==> src/rtl/pipe_ctrl_pkg.sv <==
// Shared types and defaults for the pipeline stall/flush controller.
package pipe_ctrl_pkg;

   typedef enum logic {
      IDLE  = 1'b0,
      FLUSH = 1'b1
   } state_t;

   localparam int NSTAGE_DEF = 6;
   localparam int NREQ_DEF   = 4;

   // Entry 0 in the LSBs: requests 0..3 originate in stages 2,2,3,4.
   localparam logic [8*NREQ_DEF-1:0] REQ_STAGE_DEF = {8'd4, 8'd3, 8'd2, 8'd2};

   localparam int STALL_BUS = NSTAGE_DEF;
   typedef logic [STALL_BUS-1:0] stall_bus_t;

endpackage

==> src/rtl/pipe_wdog.sv <==
// Stall-run watchdog plus saturating stalled-cycle counter.
module pipe_wdog
   import pipe_ctrl_pkg::*;
#(
   parameter int WDOG_LIMIT = 255
) (
   input  logic        clk,
   input  logic        rst,
   input  logic        stall_act,
   input  logic        wdog_clr,
   output logic        stall_timeout,
   output logic [31:0] stall_cycles
);

   localparam logic [15:0] LIM_M1 = 16'(WDOG_LIMIT - 1);

   logic [15:0] run_cnt;
   logic        trip;

   // Trip on the edge that moves the run counter onto WDOG_LIMIT.
   assign trip = stall_act && (run_cnt == LIM_M1);

   always_ff @(posedge clk or posedge rst) begin
      if (rst) begin
         run_cnt       <= '0;
         stall_timeout <= 1'b0;
         stall_cycles  <= '0;
      end else begin
         if (!stall_act)
            run_cnt <= '0;
         else if (run_cnt != '1)
            run_cnt <= run_cnt + 16'd1;

         if (trip)
            stall_timeout <= 1'b1;
         else if (wdog_clr)
            stall_timeout <= 1'b0;

         if (stall_act && (stall_cycles != '1))
            stall_cycles <= stall_cycles + 32'd1;
      end
   end

endmodule

==> src/rtl/pipe_ctrl.sv <==
// Pipeline hazard controller: stall decode, flush/redirect FSM, watchdog.
module pipe_ctrl
   import pipe_ctrl_pkg::*;
#(
   parameter int                    NSTAGE     = NSTAGE_DEF,
   parameter int                    NREQ       = NREQ_DEF,
   parameter logic [8*NREQ-1:0]     REQ_STAGE  = REQ_STAGE_DEF,
   parameter int                    WDOG_LIMIT = 255
) (
   input  logic              clk,
   input  logic              rst,
   input  logic [NREQ-1:0]   stallreq,
   input  logic              flush_req,
   input  logic [31:0]       flush_pc,
   input  logic              wdog_clr,
   output logic [NSTAGE-1:0] stall,
   output logic [NSTAGE-1:0] flush,
   output logic              new_pc_valid,
   output logic [31:0]       new_pc,
   output logic              stall_timeout,
   output logic [31:0]       stall_cycles
);

   state_t state, state_nxt;

   logic [NREQ-1:0][NSTAGE-1:0] req_mask;
   logic [NSTAGE-1:0]           stall_any;

   // Each request holds its own stage and everything upstream; OR-ing the
   // per-request masks yields stall[0..K] for the deepest requester K.
   for (genvar r = 0; r < NREQ; r++) begin : g_req
      localparam int STG = int'(REQ_STAGE[8*r +: 8]);
      for (genvar s = 0; s < NSTAGE; s++) begin : g_bit
         assign req_mask[r][s] = stallreq[r] && (s <= STG);
      end
   end

   always_comb begin
      stall_any = '0;
      for (int r = 0; r < NREQ; r++)
         stall_any |= req_mask[r];
   end

   assign stall        = (state == FLUSH) ? '0 : stall_any;
   assign flush        = {NSTAGE{state == FLUSH}};
   assign new_pc_valid = (state == FLUSH);

   always_comb begin
      state_nxt = state;
      case (state)
         IDLE:    if (flush_req)  state_nxt = FLUSH;
         FLUSH:   if (!flush_req) state_nxt = IDLE;
         default: state_nxt = IDLE;
      endcase
   end

   always_ff @(posedge clk or posedge rst) begin
      if (rst) begin
         state  <= IDLE;
         new_pc <= '0;
      end else begin
         state <= state_nxt;
         if (flush_req)
            new_pc <= flush_pc;
      end
   end

   pipe_wdog #(
      .WDOG_LIMIT (WDOG_LIMIT)
   ) u_wdog (
      .clk           (clk),
      .rst           (rst),
      .stall_act     (stall[0]),
      .wdog_clr      (wdog_clr),
      .stall_timeout (stall_timeout),
      .stall_cycles  (stall_cycles)
   );

endmodule

==> config.mk <==
export PLATFORM = sky130hd
export DESIGN_NAME = pipe_ctrl
export DESIGN_NICKNAME = d
export VERILOG_FILES = /design/src/rtl/pipe_ctrl_pkg.sv /design/src/rtl/pipe_wdog.sv /design/src/rtl/pipe_ctrl.sv
export SDC_FILE = /design/constraint.sdc
export NUM_CORES = 1
export LEC_CHECK = 0
export ABC_AREA = 1
export CAP_MARGIN = 5
export CORE_ASPECT_RATIO = 1.5
export CORE_UTILIZATION = 44
export DETAILED_ROUTE_END_ITERATION = 10
export HOLD_SLACK_MARGIN = 0.12
export MAX_ROUTING_LAYER = met4
export PLACE_DENSITY_LB_ADDON = 0.08
export SYNTH_ARGS = -nofsm -noshare
export SYNTH_HDL_FRONTEND = slang
export SYNTH_SLANG_ARGS = --single-unit
export TNS_END_PERCENT = 1
==> constraint.sdc <==
create_clock -name clk -period 2.7 [get_ports clk]
set_input_delay 0.675 -clock clk [delete_from_list [all_inputs] [get_ports clk]]
set_output_delay 0.675 -clock clk [all_outputs]
set_load 0.01 [all_outputs]
==> flow_summary.ini <==
[sta]
setup_tns_ns = 0
hold_viol = 0
grt_setup_unrepaired = no
period_needed_ns = 2.61
slew_violations = 0
slew_headroom = 0.579
final.period_utilization = 0.968
worstMarginPinSlew_ns = 0.632
finalSetupViolCount = 0
clock_skew_ns = 0.00658
max_freq_mhz = 383

[placement]
gp_congestion = 0.939
placed_cell_area_mm2 = 0.00568
dp_hpwl_mm = 8.34
io_buffers = 116

[synth]
synth_fa_ha_area_frac = 0.00840
syn_avg_cell_area_um2 = 7.84
muxShareOfSynthArea = 0.0806
synth_area_leaders = dfrtp_1, nand2_1, nor2_1
synthDistinctLibCells = 33
ys_warn_count = 0
synth_nets = 613
synth-compound-area-share = 0.0165
seq_area_frac_synth = 0.459
ys_ff_latch = 82
yosysTopAreaCell = dfrtp_1
yosys.area_share.simple = 0.334
netlist.area_leader.share = 0.459
synth.cell_area_mm2 = 0.00447
syn_inst = 570
synthXorXnorAreaFrac = 0.0196
synth_top_family_by_area = simple AND/OR/NAND/NOR gates

[detailed_routing]
wl_per_cell_um = 13.8
wl_mm = 11.1
met3_length_um = 638
dr_total_vias = 4045
wl_met1_mm = 4.66
viasPerCell = 5.04
wl_met2_mm = 5.45
remaining_drc_errors = 8
ant_nets = 0
top_layer = met4
drt_iter0_markers = 204
first_pass_iters = 8

[clocking]
cts_max_level = 3
cts_buffer_depth = 2
clk_pin_slew_ns = 0.06
cts_root_buf = clkbuf_16
insertion_delay_ns = 0.34
cts_tree = yes
postCtsSetupBuffers = 0
numCtsBuffers = 9
cts_sinks = 82

[floorplan]
die_x_um = 84.3
die_h_um = 125
fp-row-count = 44
start_util = 0.456
die_area_mm2 = 0.0106
coreArea_mm2 = 0.00980
ios = 118

[cells_and_area]
synthToLayoutAreaGrowth_pct = 35.0
n_antenna_cell = 0
mostFrequentLayoutCell = nand2_1
layout_common_cells = nand2_1, clkdlybuf4s50_1, dfrtp_1
multi_input_area_mm2 = 0.00206
fin_area_mm2 = 0.00603
n_fill_cell = 836
final_nets = 726
seq_area_mm2 = 0.00205
drive_gt1_frac = 0.0917

[worst_hold_path]
hold_depth = 1
hold_path.class = flip-flop to flip-flop
hold_start = new_pc[23]

[setup_path]
crit_type = primary input to output port
critPathMaxStageDelay_ns = 0.55
end_kind = output port
worstPathRequired_ns = 2.03
r2r_start = u_wdog.stall_cycles[1]
timing.critical_path.cells = clkdlybuf4s50_1 > o21ai_1 > nand2_2 > clkdlybuf4s50_1
crit_top_cell = clkdlybuf4s50_1
crit_arrival_ns = 1.94
critPathMaxFanout = 4
cp-startpoint = stallreq[3]
slowest_stage = clkdlybuf4s50_1
startpoint_type = primary input
r2r_cells = 10

[run]
cap_violations = 0

[power_and_ir_drop]
vdd_drop_max_v = 0.000434
p_per_area_mw_per_mm2 = 570
finalPower_mw = 3.44
p_leak_nw = 2.72

[global_routing]
antenna_found_initial = 0
grt_max_degree = 49
gr-usage-all-layers = 0.227
grt_pass1_wl_mm = 18.5
grt_pass1_vias = 3941
overflow = 0

[run_status]
outcome = complete, but fails checks
violations = DRC
[final cells by class]
cell class / count / share of cell area
clock buffers: 11 / 0.0419
inverters: 54 / 0.0342
clock inverters: 4 / 0.0164
flip-flops and latches: 82 / 0.340
multi-input cells: 412 / 0.341
well taps: 115 / 0.0238
repair buffers: 124 / 0.202
[registers in the layout (all words and copies together), names as in the netlist]
register	count
u_wdog.run_cnt	16
new_pc_valid	1
new_pc	32
u_wdog.stall_cycles	32
u_wdog.stall_timeout	1
[kinds of logic (layout without fill, tap and decap cells)]
kind of cell             after synthesis  in the layout
flip-flops                            82             82
AO/OA/AOI/OAI                         13             13
multiplexers                          32             32
adder cells (fa/ha/maj)                3              3
other                                  1              1
buffers and inverters                 76            193
XOR/XNOR                              10             10
AND/OR/NAND/NOR                      353            353
[metal layers]
| metal | global-route usage | vias to the layer above |
|---|---|---|
| met1 | 0.267 | 1868 |
| met3 | 0.0508 | 26 |
| met4 | 0.0943 | 0 |
| met2 | 0.374 | 140 |
| li1 | - | 2011 |
| met5 | - | - |
[per-stage QoR]
stage / std cells / hold slack, ns / utilization / worst slack (ns)
after floorplan: 570 / 0.525 / - / 0.501
after global placement: 787 / 0.467 / 0.580 / -0.0146
after detailed placement: 787 / 0.478 / 0.580 / -0.0467
after CTS: 802 / 0.492 / 0.616 / 0.0620
after global routing: 802 / 0.512 / 0.616 / 0.0408
final: 802 / 0.485 / 0.616 / 0.0876
[report_power, final]
group	total [mW]	switching (mW)	internal, mW
registers	1.42	0.0980	1.33
logic	0.571	0.255	0.316
clock network	1.44	0.492	0.950
[critical path, delay by kind of cell]
kind	cells	cell delay, ns
compound gates	1	0.09
simple gates	1	0.14
buf+inv	2	1.03
[final timing paths]
check	end	slack [ns]
min	new_pc[23]	0.48
max reg2reg	u_wdog.stall_cycles[30]	0.80
min in group asynchronous	new_pc[16]	0.83
min reg2reg	new_pc[23]	0.48
max in group asynchronous	new_pc[20]	1.37
max	stall[0]	0.09
[cells in the mapped netlist]
master / count
dfrtp_1: 82
buf_4: 12
buf_6: 3
nor2_4: 3
nor2_2: 2
inv_2: 2
inv_1: 52
nand2_1: 208
o211ai_1: 1
o31ai_1: 1
o21ai_1: 1
nor3_1: 5
and2_1: 2
xnor2_1: 3
buf_2: 6
nand4_1: 11
o21ai_0: 8
nor3_2: 1
nor2_1: 67
xor2_1: 7
a21oi_2: 1
or2_2: 3
conb_1: 1
mux2_2: 22
nand2_4: 1
ha_1: 3
nand2_2: 3
nor4_1: 1
nand3_1: 41
nand3b_1: 5
mux2_1: 10
a21oi_1: 1
clkbuf_1: 1
[timing repair]
item,in CTS,in global routing
hold buffers,0,0
gates resized for setup,2,0
endpoints found under the setup margin,3,0
No activity file was read; power rests on OpenSTA's default activity.
